$ cat src/rtl/i2c_target_regs.sv
// i2c_target_regs
//   I2C target that exposes a byte-wide register file. The bus side supports
//   a pointer write followed by data writes with auto-increment, and
//   sequential reads from the pointer. A host-side port can also read and
//   write the same registers.
//
// Ports
//   clock       system clock
//   reset       asynchronous, active-low reset
//   scl_in      raw bus SCL
//   sda_in      raw bus SDA
//   sda_oe      1 = pull SDA low, 0 = release
//   host_addr   host register index (PTR_W bits)
//   host_we     host write strobe
//   host_wdata  host write data
//   host_rdata  regs[host_addr], combinational
//   wr_pulse    one-cycle pulse when a bus write commits
//   wr_idx      register index of the last bus write
//   busy        high from an address-matched START until STOP
//
// Build option
//   I2C_TGT_GLITCH_FILTER_EN  when defined, a synchronised line change is
//   accepted only after it has been stable for 3 clocks.
//
// FSM states
//   state     | meaning
//   IDLE      | waiting for START
//   ADDR      | shifting in the address byte
//   ADDR_ACK  | acknowledging our address
//   PTR       | shifting in the pointer byte
//   PTR_ACK   | acknowledging the pointer byte
//   WDATA     | shifting in a write data byte
//   WDATA_ACK | acknowledging a write data byte
//   RDATA     | shifting out a read data byte
//   RACK      | sampling the controller's ACK/NACK
//   IGNORE    | not addressed or NACKed, SDA released until START/STOP
module i2c_target_regs #(
  parameter logic [6:0] TGT_ADDR = 7'h49,
  parameter int         NUM_REGS = 16,
  localparam int        PTR_W    = $clog2(NUM_REGS)
) (
  input  logic             clock,
  input  logic             reset,
  input  logic             scl_in,
  input  logic             sda_in,
  output logic             sda_oe,
  input  logic [PTR_W-1:0] host_addr,
  input  logic             host_we,
  input  logic [7:0]       host_wdata,
  output logic [7:0]       host_rdata,
  output logic             wr_pulse,
  output logic [PTR_W-1:0] wr_idx,
  output logic             busy
);

  typedef enum logic [3:0] {
    IDLE, ADDR, ADDR_ACK, PTR, PTR_ACK, WDATA, WDATA_ACK, RDATA, RACK, IGNORE
  } state_t;

  // Synchronisers, idle-high out of reset
  logic scl_s1, scl_s2, sda_s1, sda_s2;
  logic scl_f, sda_f;

  always_ff @(posedge clock or negedge reset) begin
    if (!reset) begin
      scl_s1 <= 1'b1;
      scl_s2 <= 1'b1;
      sda_s1 <= 1'b1;
      sda_s2 <= 1'b1;
    end else begin
      scl_s1 <= scl_in;
      scl_s2 <= scl_s1;
      sda_s1 <= sda_in;
      sda_s2 <= sda_s1;
    end
  end

`ifdef I2C_TGT_GLITCH_FILTER_EN
  // Down-counter per line: reloads while the input matches the filtered
  // value, and the new level is taken once it has differed for 3 clocks.
  logic [1:0] scl_tmr, sda_tmr;

  always_ff @(posedge clock or negedge reset) begin
    if (!reset) begin
      scl_f   <= 1'b1;
      sda_f   <= 1'b1;
      scl_tmr <= 2'd2;
      sda_tmr <= 2'd2;
    end else begin
      if (scl_s2 == scl_f) begin
        scl_tmr <= 2'd2;
      end else if (scl_tmr == 2'd0) begin
        scl_f   <= scl_s2;
        scl_tmr <= 2'd2;
      end else begin
        scl_tmr <= scl_tmr - 2'd1;
      end
      if (sda_s2 == sda_f) begin
        sda_tmr <= 2'd2;
      end else if (sda_tmr == 2'd0) begin
        sda_f   <= sda_s2;
        sda_tmr <= 2'd2;
      end else begin
        sda_tmr <= sda_tmr - 2'd1;
      end
    end
  end
`else
  assign scl_f = scl_s2;
  assign sda_f = sda_s2;
`endif

  // Edge and bus-condition detection
  logic scl_q, sda_q;
  logic scl_rise, scl_fall, start_det, stop_det;

  always_ff @(posedge clock or negedge reset) begin
    if (!reset) begin
      scl_q <= 1'b1;
      sda_q <= 1'b1;
    end else begin
      scl_q <= scl_f;
      sda_q <= sda_f;
    end
  end

  assign scl_rise  = scl_f & ~scl_q;
  assign scl_fall  = ~scl_f & scl_q;
  assign start_det = scl_f & scl_q & sda_q & ~sda_f;
  assign stop_det  = scl_f & scl_q & ~sda_q & sda_f;

  // Register file
  logic [7:0] regs [NUM_REGS];

  state_t           state, state_d;
  logic [PTR_W-1:0] ptr, ptr_d;
  logic [2:0]       bit_cnt, bit_cnt_d;
  logic [6:0]       rx_sh, rx_sh_d;
  logic [6:0]       tx_sh, tx_sh_d;
  logic             rw, rw_d;
  logic             rd_load, rd_load_d;
  logic             sda_oe_d, busy_d;
  logic             commit;
  logic [7:0]       rx_byte, rd_byte;

  assign rx_byte    = {rx_sh, sda_f};
  assign rd_byte    = regs[ptr];
  assign host_rdata = regs[host_addr];

  always_ff @(posedge clock or negedge reset) begin
    if (!reset) begin
      state    <= IDLE;
      ptr      <= '0;
      bit_cnt  <= 3'd7;
      rx_sh    <= '0;
      tx_sh    <= '0;
      rw       <= 1'b0;
      rd_load  <= 1'b0;
      sda_oe   <= 1'b0;
      busy     <= 1'b0;
      wr_pulse <= 1'b0;
      wr_idx   <= '0;
    end else begin
      state    <= state_d;
      ptr      <= ptr_d;
      bit_cnt  <= bit_cnt_d;
      rx_sh    <= rx_sh_d;
      tx_sh    <= tx_sh_d;
      rw       <= rw_d;
      rd_load  <= rd_load_d;
      sda_oe   <= sda_oe_d;
      busy     <= busy_d;
      wr_pulse <= commit;
      if (commit) wr_idx <= ptr;
    end
  end

  always_comb begin
    state_d   = state;
    ptr_d     = ptr;
    bit_cnt_d = bit_cnt;
    rx_sh_d   = rx_sh;
    tx_sh_d   = tx_sh;
    rw_d      = rw;
    rd_load_d = rd_load;
    sda_oe_d  = sda_oe;
    busy_d    = busy;
    commit    = 1'b0;
    if (stop_det) begin
      state_d   = IDLE;
      sda_oe_d  = 1'b0;
      busy_d    = 1'b0;
      rd_load_d = 1'b0;
    end else if (start_det) begin
      state_d   = ADDR;
      sda_oe_d  = 1'b0;
      bit_cnt_d = 3'd7;
      rd_load_d = 1'b0;
    end else begin
      case (state)
        ADDR, PTR, WDATA: begin
          if (scl_rise) begin
            rx_sh_d = rx_byte[6:0];
            if (bit_cnt != 3'd0) begin
              bit_cnt_d = bit_cnt - 3'd1;
            end else if (state == ADDR) begin
              if (rx_byte[7:1] == TGT_ADDR) begin
                state_d = ADDR_ACK;
                busy_d  = 1'b1;
                rw_d    = rx_byte[0];
              end else begin
                state_d = IGNORE;
              end
            end else if (state == PTR) begin
              ptr_d   = rx_byte[PTR_W-1:0];
              state_d = PTR_ACK;
            end else begin
              commit  = 1'b1;
              ptr_d   = ptr + PTR_W'(1'b1);
              state_d = WDATA_ACK;
            end
          end
        end
        ADDR_ACK, PTR_ACK, WDATA_ACK: begin
          // sda_oe doubles as the phase flag: the first fall starts the
          // ACK, the second fall ends it.
          if (scl_fall) begin
            if (!sda_oe) begin
              sda_oe_d = 1'b1;
            end else begin
              sda_oe_d  = 1'b0;
              bit_cnt_d = 3'd7;
              if (state == ADDR_ACK && rw) begin
                state_d  = RDATA;
                tx_sh_d  = rd_byte[6:0];
                sda_oe_d = ~rd_byte[7];
              end else if (state == ADDR_ACK) begin
                state_d = PTR;
              end else begin
                state_d = WDATA;
              end
            end
          end
        end
        RDATA: begin
          if (scl_fall) begin
            if (rd_load) begin
              rd_load_d = 1'b0;
              tx_sh_d   = rd_byte[6:0];
              sda_oe_d  = ~rd_byte[7];
              bit_cnt_d = 3'd7;
            end else if (bit_cnt == 3'd0) begin
              sda_oe_d = 1'b0;
              state_d  = RACK;
            end else begin
              sda_oe_d  = ~tx_sh[6];
              tx_sh_d   = {tx_sh[5:0], 1'b0};
              bit_cnt_d = bit_cnt - 3'd1;
            end
          end
        end
        RACK: begin
          // On ACK the next byte is fetched at the following SCL fall,
          // after the pointer has advanced.
          if (scl_rise) begin
            if (!sda_f) begin
              ptr_d     = ptr + PTR_W'(1'b1);
              rd_load_d = 1'b1;
              state_d   = RDATA;
            end else begin
              state_d = IGNORE;
            end
          end
        end
        default: ;
      endcase
    end
  end

  // Bus write is applied after the host write so it wins on the same index.
  always_ff @(posedge clock or negedge reset) begin
    if (!reset) begin
      for (int i = 0; i < NUM_REGS; i++) regs[i] <= 8'h00;
    end else begin
      if (host_we) regs[host_addr] <= host_wdata;
      if (commit)  regs[ptr]       <= rx_byte;
    end
  end

endmodule

$ cat config.mk
export PLATFORM = sky130hd
export DESIGN_NAME = i2c_target_regs
export DESIGN_NICKNAME = d
export VERILOG_FILES = /design/src/rtl/i2c_target_regs.sv
export SDC_FILE = /design/constraint.sdc
export NUM_CORES = 1
export LEC_CHECK = 0
export CAP_MARGIN = 20
export CORE_UTILIZATION = 40
export DETAILED_ROUTE_END_ITERATION = 8
export DONT_BUFFER_PORTS = 1
export GPL_ROUTABILITY_DRIVEN = 0
export HOLD_SLACK_MARGIN = 0.12
export MAX_ROUTING_LAYER = met4
export SLEW_MARGIN = 20
export SYNTH_ARGS = -nofsm -noshare
export SYNTH_HDL_FRONTEND = slang
export SYNTH_SLANG_ARGS = --single-unit
$ cat constraint.sdc
create_clock -name clock -period 3.65 [get_ports clock]
set_input_delay 0.73 -clock clock [delete_from_list [all_inputs] [get_ports clock]]
set_output_delay 0.73 -clock clock [all_outputs]
set_load 0.01 [all_outputs]
=== Yosys cells after proc, flatten, opt, wreduce, memory -nomap -nowiden ===
Index checks and enable logic that the tools add are counted.

* Register bits after elaboration: 168
* Bits in latches: 0
* RAM bits: 0
* ROM bits: 0
* Input port bits: 17
* Logic and storage cells: 202
* Memories kept: 0

* $add $sub $neg: 2
* Multiply operators: 0
* Div/mod/pow operators: 0
* Order comparisons: 4
* Equal/unequal tests: 36
* Shifts and indexed selects: 0
* Mux-type cells: 83
* Bitwise logic cells: 18
* Reduce and logical (&&, ||, !) cells: 26

{| class="wikitable"
|+ Operator list
! operator !! count
|-
| $bwmux 128 || 2
|-
| $mux 128 || 2
|-
| $mux 4 || 19
|-
| $bmux 8 s4 || 2
|-
| $demux 8 s4 || 2
|-
| $mux 8 || 6
|-
| $mux 7 || 6
|-
| $ne 4x4->1 const B || 10
|-
| $mux 3 || 10
|-
| $mux 1 || 27
|-
| $reduce_and 8->1 || 3
|-
| $ne 2x2->1 const B || 10
|-
| $ne 3x3->1 const B || 6
|-
| $eq 4x3->1 const B || 4
|-
| $pmux 4 s4 || 1
|-
| $pmux 7 s2 || 1
|-
| $reduce_bool 2->1 || 6
|-
| $reduce_bool 4->1 || 3
|-
| $ge 5x5->1 const B || 2
|-
| $lt 5x1->1 const B || 2
|-
| $not 4->5 || 2
|-
| $not 1->1 || 9
|-
| $pmux 3 s3 || 1
|-
| $reduce_and 9->1 || 1
|-
| 20 further kinds || 32
|}

=== Depth between registers and ports, before layout ===
* Depth after elaboration: 11
* Depth in mapped cells: 11
* Depth with buffers taken out: 8

=== Least setup slack after synthesis ===
Ideal clock, no wire load.

* Kind: input port to output port
* Start point: input host_addr[0]
* End point: output host_rdata[7]
* Data arrival time: 2,188 ps
* Path slack: 732 ps
* Stages: 4
* Cells stage by stage: buf_2 buf_2 mux4_2 mux4_2

* Word-level cells in the longest chain between the ends: 4

{| class="wikitable"
|+ Ends and longest elaborated chain
! item !! RTL line !! RTL
|-
| from (decl) || 47 || <nowiki>input logic [PTR_W-1:0] host_addr,</nowiki>
|-
| $not 4->5 (not written as such) || 148 || <nowiki>assign host_rdata = regs[host_addr];</nowiki>
|-
| $bmux 8 s4 || 148 ||
|-
| $mux 8 (not written as such) (2 in series) || 148 ||
|-
| to (decl) || 50 || <nowiki>output logic [7:0] host_rdata,</nowiki>
|}

No other way between the ends. The select of a mux whose other input is x is not followed.

=== Worst setup path in the final report ===
* Start point: register scl_s2, in the netlist scl_f
* End point: register regs[101] (netlist name)

* Word-level cells in the longest chain between the ends: 6

{| class="wikitable"
|+ Ends and longest elaborated chain
! item !! RTL line !! RTL
|-
| from (decl) || 61 || <nowiki>logic scl_s1, scl_s2, sda_s1, sda_s2;</nowiki>
|-
| from (signal assigned) || 72 || <nowiki>scl_s2 <= scl_s1;</nowiki>
|-
| $and 1x1->1, on equally long branches || 127, 129, 130 ||
|-
| $mux 1 or $and 1x1->1 (tied branches) || 202, 129 ||
|-
| $mux 1 or $and 1x1->1 (tied branches) || 200, 129 ||
|-
| $mux 1 || 194 || <nowiki>end else if (start_det) begin</nowiki>
|-
| $mux 1 * || 189 || <nowiki>if (stop_det) begin</nowiki>
|-
| $mux 128 * || 286 || <nowiki>if (commit) regs[ptr] <= rx_byte;</nowiki>
|-
| to (signal, indexed assignment) || 285 || <nowiki>if (host_we) regs[host_addr] <= host_wdata;</nowiki>
|-
| to (signal, indexed assignment) || 286 ||
|-
| to (decl) || 133 || <nowiki>logic [7:0] regs [NUM_REGS];</nowiki>
|}

Every way passes the cells marked *; elsewhere a longest branch is shown, timed or not.
A chain may end at the register's enable or synchronous reset.

==> results.txt <==
After filler insertion, the fill cell instance count of the layout stands at 2419. After detailed routing, the total wire length is 30.4 mm. Clock-pin slew was measured on the worst setup and hold paths at 0.07 ns.

The fraction of registers with async set/reset came out at 1.00. The data arrival time of the worst path was 3.09 ns; the total clock buffers created by CTS was 17. The number of max-cap violations came out at 0. Leaving out fill and tap cells, the most frequent cells in the layout are dfrtp_1, nand2_1, mux2i_1.

Post-CTS setup repair buffer count: 0. The average instance in the mapped netlist occupies 10.9 sq um. For the wire length of the first global-routing pass, the log shows 47.7 mm.

The synthesized netlist occupies a cell area of 10600 sq um. For the final database, setup skew stands at 0.0159 ns. The H-tree generated during clock tree synthesis spans 4 levels.

The sequential fraction of the synthesis area is 0.397. The core region is 26100 sq um. Detailed placement ended at an HPWL of 20.0 mm. The accumulated negative setup slack is 0 ns, and the portion of the clock cycle consumed by the worst path in the final layout is 0.773.

Setup repair after global routing left no endpoint under its margin. The clock passes through at most 2 buffers. The uppermost signal routing layer after detailed routing was met4. The number of unique standard cell types used by synthesis was 59. The tools report the max-slew violation total from the final report as 0.

The tools report the worst-skew pair later-pin latency as 0.44 ns. Counting flops and latches in the post-synthesis netlist gives 168. The tools report the sink count of the clock tree as 168. For this run, the detailed router's first-pass iteration total came to 5.

Along the worst path, the maximum fanout reaches 20. The run gives 0.355 GHz as the highest achievable clock rate. The logs give 32 for the number of primary I/O pins and 7724 for the total via count after detailed routing.

After detailed routing, the average wire length per cell comes to 23.8 um. The number of vias per cell after detailed routing was 6.02; the fraction of power consumed by sequential logic was 0.398. The number of flops mapped to enable cells by yosys is 0. The share of final-layout standard cells stronger than drive strength 1 was 0.189; the largest vdd supply drop was 0.337 mV. The net count of the finished layout is 955.

The launching element type of the critical path is a flop. The die span in y was 165 um; the detailed route wirelength on metal2 was 14.2 mm. The power share of the clock group was 0.236; the number of hold violations in the final report was 0. The required time of the critical path was 3.92 ns; the slew of the pin with the lowest slew margin was 1.08 ns. The predominant post-synthesis flop cell was dfrtp_1.

The overall die width is 165 um, and the Yosys warning count is 0. The run finished with clean final reports. Counting I/O delays and the setup requirement, the final critical path takes 2.82 ns. Summing all multi-input logic gate instances after layout gives 5880 sq um. The worst-case headroom to the max-slew limit was 0.278. The buffer type at the clock tree root is clkbuf_16.

The sum of routed wire segments on met1 was 12.9 mm. Endpoint type of the worst setup path: a flop. After detailed routing, the number of remaining DRC violations is 0. In this run the power spent charging and discharging nets is 2.90 mW. The net switching fraction of the power was 0.382. The logs give 0.408 for the effective utilization at floorplan and 0.247 for the total global routing track utilization. The category of the critical setup timing path was flop to flop.

The run gives 0.00414 ns as the worst hold slack. The total length of routed met3 wires is 2.37 mm. The run gives 4.68 mW as the internal power summed over all cells.

The power density over the cells is 665 nW/um^2. Gates resized during post-CTS repair numbered 0. Entering global routing, the biggest net connects 169 pins. The global route total overflow came out at 0.

Relative to the synthesized area, the layout overhead comes to 7.19%. Registers take 4220 sq um. For the leakage power summed over all cells, the log shows 4.28 nW. The cell count after synthesis is 971. Leaving out fill and tap cells, the most frequent cell in the layout is dfrtp_1. In this run the remaining antenna-violating nets after routing total 0. The logs give 3 for the initial antenna violation count and 0.366 for the relative contribution of combinational cells to total power. The logs give 7699 for the number of global-route vias before repair and 0 for the total of endpoints with negative setup slack in the final report. The count of buffers added on input and output ports is 0. When the netlist entered floorplanning its net count stood at 994. After the first detailed-routing iteration, the DRC count stood at 805. TritonCTS built the clock tree. The worst hold path class is primary input to async pin. The logs give 59 for the cell row count and 27200 sq um for the die outline area.
-- sequential cells by signal, indices dropped and copies added (netlist names) --
signal / count
scl_q: 1
state: 4
regs: 128
scl_f: 1
sda_q: 1
rd_load: 1
rx_sh: 7
busy: 1
wr_idx: 4
wr_pulse: 1
rw: 1
ptr: 4
sda_oe: 1
sda_s1: 1
sda_f: 1
bit_cnt: 3
tx_sh: 7
scl_s1: 1
-- metrics by stage --
stage	cell area [sq um]	instances	power, mW	utilization	setup slack, ns
2_1_floorplan	10600	971	4.97	-	0.732
3_3_place_gp	10800	1247	5.71	0.414	0.919
3_5_place_dp	10800	1247	5.77	0.414	0.841
4_1_cts	11400	1278	7.55	0.436	0.860
5_1_grt	11400	1282	7.96	0.437	0.600
6_report	11400	1282	7.57	0.437	0.830
-- path summary, 6_finish.rpt --
path	start	to	slack, ns	cells after the start
worst max-delay path	scl_f	regs[101]	0.83	4
worst min-delay path	reset	regs[122]	0.004	0
worst max register to register	scl_f	regs[101]	0.83	4
worst min register to register	scl_s1	scl_f	0.36	0
max in group asynchronous	reset	regs[31]	3.32	0
min in group clock	scl_in	scl_s1	0.29	0
-- metal layers --
layer / vias to the layer above / track usage
met3: 57 / 0.0708
li1: 3509 / -
met4: 0 / 0.0947
met5: - / -
met2: 306 / 0.371
met1: 3852 / 0.314
-- kinds of logic (layout without fill, tap and decap cells) --
logic type,Yosys count,after routing,share of synthesized area
AND/OR/NAND/NOR,263,263,0.140
multiplexers,220,220,0.291
AO/OA/AOI/OAI,209,209,0.112
flip-flops,168,168,0.397
buffers and inverters,102,75,0.0503
adder cells (fa/ha/maj),8,8,0.00895
XOR/XNOR,1,1,0.000824
other,0,3,0
-- cells in the mapped netlist (3+ instances only) --
library cell / count / area (sq um)
o211ai_1: 4 / 30.0
clkbuf_1: 25 / 93.8
and4b_1: 3 / 30.0
dfrtp_1: 159 / 3980
nand2b_1: 8 / 50.1
mux4_2: 70 / 1580
mux2_2: 14 / 158
dfstp_2: 9 / 236
and2_1: 3 / 18.8
a21oi_1: 23 / 115
nand4b_1: 3 / 26.3
buf_1: 11 / 41.3
buf_6: 6 / 67.6
o21ai_0: 102 / 510
nand2_1: 149 / 559
o2bb2ai_1: 5 / 43.8
nand3b_1: 7 / 52.6
or3_1: 6 / 37.5
ha_1: 6 / 75.1
nor3b_1: 3 / 22.5
nor2b_1: 9 / 56.3
inv_1: 15 / 56.3
buf_2: 30 / 150
mux2i_1: 136 / 1360
nor2_1: 25 / 93.8
a22oi_1: 14 / 105
a31oi_1: 3 / 18.8
nor4b_1: 3 / 26.3
and3_1: 3 / 18.8
nor3_1: 6 / 30.0
o21ai_1: 37 / 185
nor4_4: 15 / 319
buf_4: 14 / 105
nand3_1: 8 / 40.0
a211oi_1: 3 / 22.5
-- critical path: stages, from the launching register on --
cell	delay [ns]
dfstp_2	0.64
nand2b_1	0.13
or3_2	0.84
nor4_4	0.79
o21ai_0	0.24
-- layout make-up --
| cell class | instances | share of cell area |
|---|---|---|
| Multi-Input combinational cell | 701 | 0.516 |
| Sequential cell | 168 | 0.370 |
| Clock buffer | 19 | 0.0389 |
| Tap cell | 335 | 0.0368 |
| Timing Repair Buffer | 29 | 0.0220 |
| Clock inverter | 12 | 0.0104 |
| Inverter | 15 | 0.00494 |
| Antenna cell | 3 | 0.000659 |
-- power by group through the flow --
stage / sequential (mW) / combinational (mW) / clock, mW
after floorplan: 2.65 / 2.32 / 0
after detailed placement: 3.03 / 2.74 / 0
after global routing: 3.09 / 2.99 / 1.88
after global placement: 3.01 / 2.70 / 0
final: 3.01 / 2.77 / 1.79
after CTS: 3.00 / 2.74 / 1.81
(Power assumes the default switching activity.)
